===== src/rtl/ext_stage_if.sv =====
// ext_stage_if: request/response bundle between a pipeline stage and ext_stage.
// Signal names carry the i_/o_ direction as seen from ext_stage (the slave).
interface ext_stage_if #(
  parameter int DATA_W = 32,
  parameter int IMM_W  = 16,
  parameter int CNT_W  = 8
);
  localparam int AW = $clog2(DATA_W / 8);

  logic              i_in_valid;
  logic              i_stall;
  logic              i_flush;
  logic [2:0]        i_op;
  logic [IMM_W-1:0]  i_imm;
  logic [DATA_W-1:0] i_mem_data;
  logic [AW-1:0]     i_addr_lo;
  logic              o_out_valid;
  logic [DATA_W-1:0] o_ext_out;
  logic              o_out_err;
  logic [CNT_W-1:0]  o_err_cnt;

  modport master (
    output i_in_valid, i_stall, i_flush, i_op, i_imm, i_mem_data, i_addr_lo,
    input  o_out_valid, o_ext_out, o_out_err, o_err_cnt
  );

  modport slave (
    input  i_in_valid, i_stall, i_flush, i_op, i_imm, i_mem_data, i_addr_lo,
    output o_out_valid, o_ext_out, o_out_err, o_err_cnt
  );
endinterface


===== src/rtl/ext_stage.sv =====
// ext_stage: registered immediate / load-data extension with misalignment
// detection and a saturating misalignment counter. One cycle of latency,
// priority per edge is reset > flush > stall > load.
module ext_stage #(
  parameter int DATA_W = 32,
  parameter int IMM_W  = 16,
  parameter int CNT_W  = 8
) (
  input logic        i_clk,
  input logic        i_reset,
  ext_stage_if.slave bus
);
  localparam int AW = $clog2(DATA_W / 8);
  // Masks that round the byte offset down to a halfword / word boundary.
  localparam logic [AW-1:0]    HALF_MASK = ~AW'(1'b1);
  localparam logic [AW-1:0]    WORD_MASK = ~AW'(2'b11);
  localparam logic [CNT_W-1:0] CNT_MAX   = {CNT_W{1'b1}};

  typedef enum logic [2:0] {
    OP_ZERO = 3'd0,
    OP_SIGN = 3'd1,
    OP_LUI  = 3'd2,
    OP_LB   = 3'd3,
    OP_LBU  = 3'd4,
    OP_LH   = 3'd5,
    OP_LHU  = 3'd6,
    OP_LW   = 3'd7
  } op_e;

  logic [AW-1:0]           w_addr;
  logic [AW+2:0]           w_sh_b;
  logic [AW+2:0]           w_sh_h;
  logic [AW+2:0]           w_sh_w;
  logic [7:0]              w_byte;
  logic [15:0]             w_half;
  logic [31:0]             w_word;
  logic signed [IMM_W+15:0] w_lui_s;
  logic [DATA_W-1:0]       w_raw;
  logic [DATA_W-1:0]       w_result;
  logic                    w_misal;
  logic                    w_cnt_en;

  logic                    r_valid;
  logic                    r_err;
  logic [DATA_W-1:0]       r_ext;
  logic [CNT_W-1:0]        r_cnt;

  // Bit offsets of the selected byte, halfword and word inside mem_data.
  // A misaligned access still selects the enclosing lane; its value is
  // discarded below, so the rounding only keeps the selects in range.
  assign w_addr  = bus.i_addr_lo;
  assign w_sh_b  = {w_addr, 3'b000};
  assign w_sh_h  = {w_addr & HALF_MASK, 3'b000};
  assign w_sh_w  = {w_addr & WORD_MASK, 3'b000};
  assign w_byte  = bus.i_mem_data[w_sh_b +: 8];
  assign w_half  = bus.i_mem_data[w_sh_h +: 16];
  assign w_word  = bus.i_mem_data[w_sh_w +: 32];
  // Signed so that widening to DATA_W replicates imm's top bit.
  assign w_lui_s = {bus.i_imm, 16'h0000};

  // Decode the mode into the raw extended value and the misalignment flag.
  always_comb begin
    w_raw   = {DATA_W{1'b0}};
    w_misal = 1'b0;
    case (op_e'(bus.i_op))
      OP_ZERO: w_raw = DATA_W'(bus.i_imm);
      OP_SIGN: w_raw = DATA_W'($signed(bus.i_imm));
      OP_LUI:  w_raw = DATA_W'(w_lui_s);
      OP_LB:   w_raw = DATA_W'($signed(w_byte));
      OP_LBU:  w_raw = DATA_W'(w_byte);
      OP_LH: begin
        w_raw   = DATA_W'($signed(w_half));
        w_misal = w_addr[0];
      end
      OP_LHU: begin
        w_raw   = DATA_W'(w_half);
        w_misal = w_addr[0];
      end
      OP_LW: begin
        w_raw   = DATA_W'($signed(w_word));
        w_misal = |w_addr[1:0];
      end
      default: begin
        w_raw   = {DATA_W{1'b0}};
        w_misal = 1'b0;
      end
    endcase
  end

  // A misaligned access never exposes partial data.
  assign w_result = w_misal ? {DATA_W{1'b0}} : w_raw;
  // Count only accepted misaligned requests, stopping at the ceiling.
  assign w_cnt_en = bus.i_in_valid & w_misal & (r_cnt != CNT_MAX);

  // Output register and error counter, updated by reset > flush > stall > load.
  always_ff @(posedge i_clk) begin
    if (i_reset) begin
      r_valid <= 1'b0;
      r_err   <= 1'b0;
      r_ext   <= {DATA_W{1'b0}};
      r_cnt   <= {CNT_W{1'b0}};
    end else if (bus.i_flush) begin
      r_valid <= 1'b0;
      r_err   <= 1'b0;
      r_ext   <= {DATA_W{1'b0}};
      r_cnt   <= r_cnt;
    end else if (bus.i_stall) begin
      r_valid <= r_valid;
      r_err   <= r_err;
      r_ext   <= r_ext;
      r_cnt   <= r_cnt;
    end else begin
      r_valid <= bus.i_in_valid;
      if (bus.i_in_valid) begin
        r_ext <= w_result;
        r_err <= w_misal;
      end else begin
        r_ext <= {DATA_W{1'b0}};
        r_err <= 1'b0;
      end
      if (w_cnt_en) begin
        r_cnt <= r_cnt + CNT_W'(1'b1);
      end else begin
        r_cnt <= r_cnt;
      end
    end
  end

  assign bus.o_out_valid = r_valid;
  assign bus.o_ext_out   = r_ext;
  assign bus.o_out_err   = r_err;
  assign bus.o_err_cnt   = r_cnt;
endmodule


===== src/flat_wrapper.sv =====
// flat-port wrapper written by rule: the top's interface ports become plain ports
module ext_stage_flat 
#(
  parameter int DATA_W = 32,
  parameter int IMM_W  = 16,
  parameter int CNT_W  = 8
)
  (i_clk, i_reset, bus_i_in_valid, bus_i_stall, bus_i_flush, bus_i_op, bus_i_imm, bus_i_mem_data, bus_i_addr_lo, bus_o_out_valid, bus_o_ext_out, bus_o_out_err, bus_o_err_cnt);
  ext_stage_if #(.DATA_W(DATA_W), .IMM_W(IMM_W), .CNT_W(CNT_W)) bus_i ();
  input logic i_clk;
  input logic i_reset;
  input wire logic [$bits(bus_i.i_in_valid)-1:0] bus_i_in_valid;
  input wire logic [$bits(bus_i.i_stall)-1:0] bus_i_stall;
  input wire logic [$bits(bus_i.i_flush)-1:0] bus_i_flush;
  input wire logic [$bits(bus_i.i_op)-1:0] bus_i_op;
  input wire logic [$bits(bus_i.i_imm)-1:0] bus_i_imm;
  input wire logic [$bits(bus_i.i_mem_data)-1:0] bus_i_mem_data;
  input wire logic [$bits(bus_i.i_addr_lo)-1:0] bus_i_addr_lo;
  output wire logic [$bits(bus_i.o_out_valid)-1:0] bus_o_out_valid;
  output wire logic [$bits(bus_i.o_ext_out)-1:0] bus_o_ext_out;
  output wire logic [$bits(bus_i.o_out_err)-1:0] bus_o_out_err;
  output wire logic [$bits(bus_i.o_err_cnt)-1:0] bus_o_err_cnt;
  assign bus_i.i_in_valid = bus_i_in_valid;
  assign bus_i.i_stall = bus_i_stall;
  assign bus_i.i_flush = bus_i_flush;
  assign bus_i.i_op = bus_i_op;
  assign bus_i.i_imm = bus_i_imm;
  assign bus_i.i_mem_data = bus_i_mem_data;
  assign bus_i.i_addr_lo = bus_i_addr_lo;
  assign bus_o_out_valid = bus_i.o_out_valid;
  assign bus_o_ext_out = bus_i.o_ext_out;
  assign bus_o_out_err = bus_i.o_out_err;
  assign bus_o_err_cnt = bus_i.o_err_cnt;
  ext_stage #(.DATA_W(DATA_W), .IMM_W(IMM_W), .CNT_W(CNT_W)) u_core (.i_clk(i_clk), .i_reset(i_reset), .bus(bus_i));
endmodule

===== config.mk =====
export PLATFORM = sky130hd
export DESIGN_NAME = ext_stage_flat
export DESIGN_NICKNAME = d
export VERILOG_FILES = /design/src/rtl/ext_stage_if.sv /design/src/rtl/ext_stage.sv /design/src/flat_wrapper.sv
export SDC_FILE = /design/constraint.sdc
export NUM_CORES = 1
export LEC_CHECK = 0
export ABC_AREA = 1
export CORE_MARGIN = 4
export CORE_UTILIZATION = 42
export DETAILED_ROUTE_END_ITERATION = 8
export PLACE_DENSITY_LB_ADDON = 0.2
export SYNTH_ARGS = -nofsm -noshare
export SYNTH_HDL_FRONTEND = slang
export SYNTH_SLANG_ARGS = --single-unit

===== constraint.sdc =====
create_clock -name i_clk -period 1.4 [get_ports i_clk]
set_input_delay 0.14 -clock i_clk [delete_from_list [all_inputs] [get_ports i_clk]]
set_output_delay 0.14 -clock i_clk [all_outputs]
set_load 0.05 [all_outputs]

## Word level (Yosys, flattened, before mapping)

Index checks and enable logic that the tools add are counted.

| word-level totals | value |
|---|---|
| flip-flop bits (word level) | 42 |
| input port bits | 58 |
| output and inout bits | 42 |
| logic and storage cells | 29 |

| cells by class | value |
|---|---|
| $add $sub $neg | 1 |
| equality and inequality tests | 8 |
| shift-type cells | 2 |
| mux-type cells | 5 |
| bitwise gates (word level) | 4 |
| reduce and logical (&&, ||, !) cells | 5 |

Operator list:

| cell | number |
|---|---|
| case mux 32 bit (8 select lines) | 1 |
| 2-to-1 mux 32 bit | 2 |
| indexed part select 32 x 6 -> 16 bit | 1 |
| indexed part select 32 x 6 -> 8 bit | 1 |
| == test 3 bit, second input constant | 4 |
| adder 8 x 1 -> 8 bit, second input constant | 1 |
| inequality test 8 bit, second input constant | 1 |
| == test 3 x 2 -> 1 bit, second input constant | 2 |
| OR reduction 2 bit | 3 |
| == test 3 x 1 -> 1 bit, second input constant | 1 |
| zero test 3 bit | 1 |
| AND reduction 3 bit | 1 |
| bitwise AND 1 bit | 2 |
| NOT 1 bit | 2 |
| case mux 1 bit (2 select lines) | 1 |
| 2-to-1 mux 1 bit | 1 |

## Depth between registers and ports, before layout

| depth | value |
|---|---|
| depth in word-level cells | 6 |
| depth in mapped cells | 10 |
| mapped depth without buffers | 10 |

## Worst setup path after synthesis

OpenSTA, ideal clock, no wires.

| path | value |
|---|---|
| kind | flip-flop to flip-flop |
| start point | register u_core.r_cnt[0], in the netlist u_core.bus.o_err_cnt[0] |
| end point | register u_core.r_cnt[2], in the netlist u_core.bus.o_err_cnt[2] |
| setup time | 0.117 ns |
| arrival | 1.688 ns |
| required time | 1.283 ns |
| path slack | -0.405 ns |
| stages on the path, launching flop included | 9 |
| path buffers | 0 |
| period minus slack after synthesis | 1.805 ns |
| cell sequence | dfxtp_1 ha_1 nand2_1 nor2_1 a21oi_1 nand3_4 clkinv_2 a21oi_1 nor2_1 |

| between the ends | value |
|---|---|
| longest elaborated chain between the ends | 3 |
| elaborated cells on any way between the ends | 4 |
| classes of those cells | add/sub: 1; eq/ne: 1; bitwise: 1; reduce/logical: 1 |

RTL lines:

| item | RTL line | source |
|---|---|---|
| start: declaration | ext_stage.sv:46 | `logic [CNT_W-1:0] r_cnt;` |
| start signal: assignment | ext_stage.sv:101 | `r_cnt <= {CNT_W{1'b0}};` |
| start signal: assignment | ext_stage.sv:106 | `r_cnt <= r_cnt;` |
| start signal: assignment | ext_stage.sv:111 | `r_cnt <= r_cnt;` |
| parallel branches: the longest is 3 deep, another holds adder 8 x 1 -> 8 bit | n/a |  |

Several ways; the timed one is not identified.
A chain may end at the register's enable or synchronous reset.

## Worst setup path in the final report

| path | value |
|---|---|
| start point | register u_core.r_cnt[0], in the netlist u_core.bus.o_err_cnt[0] |
| end point | register u_core.r_cnt[6], in the netlist u_core.bus.o_err_cnt[6] |

Same word-level chain as after synthesis.

==> results_dict.tcl <==
set metrics [dict create \
    ir_worst_vdd_mv 0.498 \
    combPwrFrac_pct 31.2 \
    cts_buffers 5 \
    syn_area_um2 2910 \
    worst_pin_slew_ns 0.339 \
    num_vias 3824 \
    dp_hpwl_um 8800 \
    fin_crit_ns 1.42 \
    post-route-period-util_pct 102 \
    grt_pass1_vias 3582 \
    slew_violations 0 \
    syn_inst 497 \
    drt_iter0_markers 292 \
    diodes 0 \
    clockBufferDepth 2 \
    ys_seq_area_share_pct 28.9 \
    status "finished, violations left" \
    max_freq_mhz 702 \
    antenna_found_initial 0 \
    synth_top_area_share_pct 28.9 \
    yosysMostFrequentCell "nand2_1" \
    wl_per_cell_um 15.2 \
    synthToLayoutAreaGrowth_pct 67.6 \
    grt_overflow 0 \
    clk_pin_slew_worst_paths_ns 0.09 \
    grt_pass1_wl_um 17400 \
    core_area_um2 6760 \
    grt_max_degree 35 \
    synth-edff-count 0 \
    drive_gt1_share_pct 21.8 \
    row_count 30 \
    cap_violations 0 \
    slew_headroom_pct 77.4 \
    place_congestion 0.952 \
    worstReg2RegStart "u_core.bus.o_err_cnt[0]" \
    critical_path.startpoint "u_core.bus.o_err_cnt[0]" \
    die_h_um 91.2 \
    antenna_left 0 \
    ys_ff_latch 42 \
    yosys_warnings 0 \
    synth.distinct_cells 28 \
    seqPwrFrac_pct 41.3 \
    cp-end-kind "flop" \
    violations "negative setup slack" \
    clockRootBuffer "clkbuf_8" \
    p_leak_nw 2.23 \
    syn_nets 556 \
    ys_top_cells_by_count "nand2_1 (161), nor2_1 (75), inv_1 (55)" \
    finalSetupViolations 1 \
    fillerInstances 566 \
    stdcell_area_um2 4870 \
    clock-sinks 42 \
    holdPathStages 2 \
    synth_ff_type "dfxtp_1" \
    cts_tree "yes" \
    power.switching_uw 964 \
    synth_area_per_cell_um2 5.85 \
    clk_latency_ns 0.30 \
    hp-start "u_core.bus.o_ext_out[2]" \
    port_buffers 99 \
    final.setup_skew_ns 0.00778 \
    totalWireLength_um 10900 \
    drc 0 \
    register_area_um2 856 \
    p_clk_share_pct 27.5 \
    yosys.area.top_type "dfxtp_1" \
    cp_max_fo 6 \
    final.setup.tns_ns -0.0240 \
    intPower_mw 2.01 \
    die_area_um2 8320 \
    critPathRequiredTime_ns 1.60 \
    hold_path_class "reg -> reg" \
    dr.pass1.iters 5 \
    grt_usage_pct 25.9 \
    pwr_density_cell_nw_per_um2 609 \
    swShare_pct 32.5 \
    start_util_pct 43.0 \
    total_power_mw 2.97 \
    synth_area_leaders "dfxtp_1 (29%), nand2_1 (21%), nor2_1 (9.7%), a21oi_1 (7.6%), inv_1 (7.1%)" \
    die_w_um 91.2 \
    ctsHoldBuffers 0 \
    grt_setup_unrepaired "true" \
    final_net_count 699 \
    critical_path_class "reg -> reg" \
    dpl_cell_area_um2 4720 \
    multi_input_area_um2 1760 \
    critPathLaunchType "flop" \
    timing.final.hold_violations 0 \
    synth-async-reset-ratio_pct 0 \
    pin_count 100 \
    fin_ws_ns -0.0240 \
    r2r_cells 8 \
    worstPathArrival_ns 1.62 \
    vias_per_cell 5.30 \
    htree_levels 2 \
]
[state kept, by name, indices dropped and copies added (netlist names)]
| register | cells |
|---|---|
| u_core.bus.o_ext_out | 32 |
| u_core.bus.o_out_valid | 1 |
| u_core.bus.o_err_cnt | 8 |
| u_core.bus.o_out_err | 1 |
[cell usage in the layout (no fill, tap or decap), types with 3 or more instances in the layout]
cell               n
a21oi_1           43
buf_12            40
buf_4             59
clkbuf_8           5
clkdlybuf4s50_1   52
dfxtp_1           34
dfxtp_2            6
dlygate4sd2_1      5
inv_1             55
inv_2              5
nand2_1          159
nand2_2            4
nand3_1           28
nand3_4            4
nand4_1           33
nor2_1            73
nor2_4             3
o211ai_1           5
o21ai_0            5
[path summary, 6_finish.rpt]
kind                                   to  slack, ns
hold reg to reg   u_core.bus.o_ext_out[2]       0.47
setup / recovery  u_core.bus.o_err_cnt[6]      -0.02
setup reg to reg  u_core.bus.o_err_cnt[6]      -0.02
hold / removal    u_core.bus.o_ext_out[2]       0.47
[metal layers]
metal	track usage [%]	up-vias	share of wire, %
met2	43.5	197	49
met1	32.4	1738	40
met5	0	-	0
met4	10.1	0	3.1
met3	5.30	23	7.9
li1	-	1866	-
[area by class of cell]
type | count | area share, %
Clock buffer | 5 | 1.41
Clock inverter | 3 | 0.462
Inverter | 63 | 4.96
Multi-Input combinational cell | 371 | 36.2
Sequential cell | 42 | 17.6
Tap cell | 80 | 2.05
Timing Repair Buffer | 157 | 37.3
[per-stage QoR]
step / worst slack (ns) / hold slack, ns / util, % / cells
final: -0.0240 / 0.474 / 72.1 / 721
after global routing: -0.0693 / 0.499 / 72.1 / 721
after CTS: 0.0172 / 0.475 / 71.3 / 718
after detailed placement: -0.471 / 0.462 / 69.8 / 709
after global placement: -0.427 / 0.453 / 69.8 / 709
after floorplan: 0.00108 / 0.202 / - / 497
[what timing repair did]
item                                    4_1_cts  5_1_grt
buffers inserted                              1        3
endpoints found under the setup margin       40        8
endpoints found under the hold margin         0        0
pin swaps                                     1        2
gates resized for setup                       7        7
[critical path, cell delays in order (launching register included)]
cell and delay (ns):
dfxtp_4 0.36, ha_4 0.17, nand2_2 0.08, nor2_4 0.05, a21oi_2 0.18, nand3_4 0.15, buf_4 0.18, nand2_1 0.08
a21oi_1 0.07
[power by group through the flow]
stage	Sequential, mW	Clock [mW]	Combinational [mW]
after floorplan	1.31	0	0.367
after detailed placement	1.25	0	0.916
after CTS	1.23	0.824	0.916
after global routing	1.23	0.884	1.00
after global placement	1.25	0	0.910
final	1.23	0.817	0.928
[cell families after synthesis]
group,Yosys count,synth area share [%]
adder cells (fa/ha/maj),1,0.430
AND/OR/NAND/NOR,310,46.7
flip-flops,42,28.9
XOR/XNOR,4,1.21
buffers and inverters,84,12.3
AO/OA/AOI/OAI,56,10.5
Note: power is estimated with default switching activity, not from simulation.
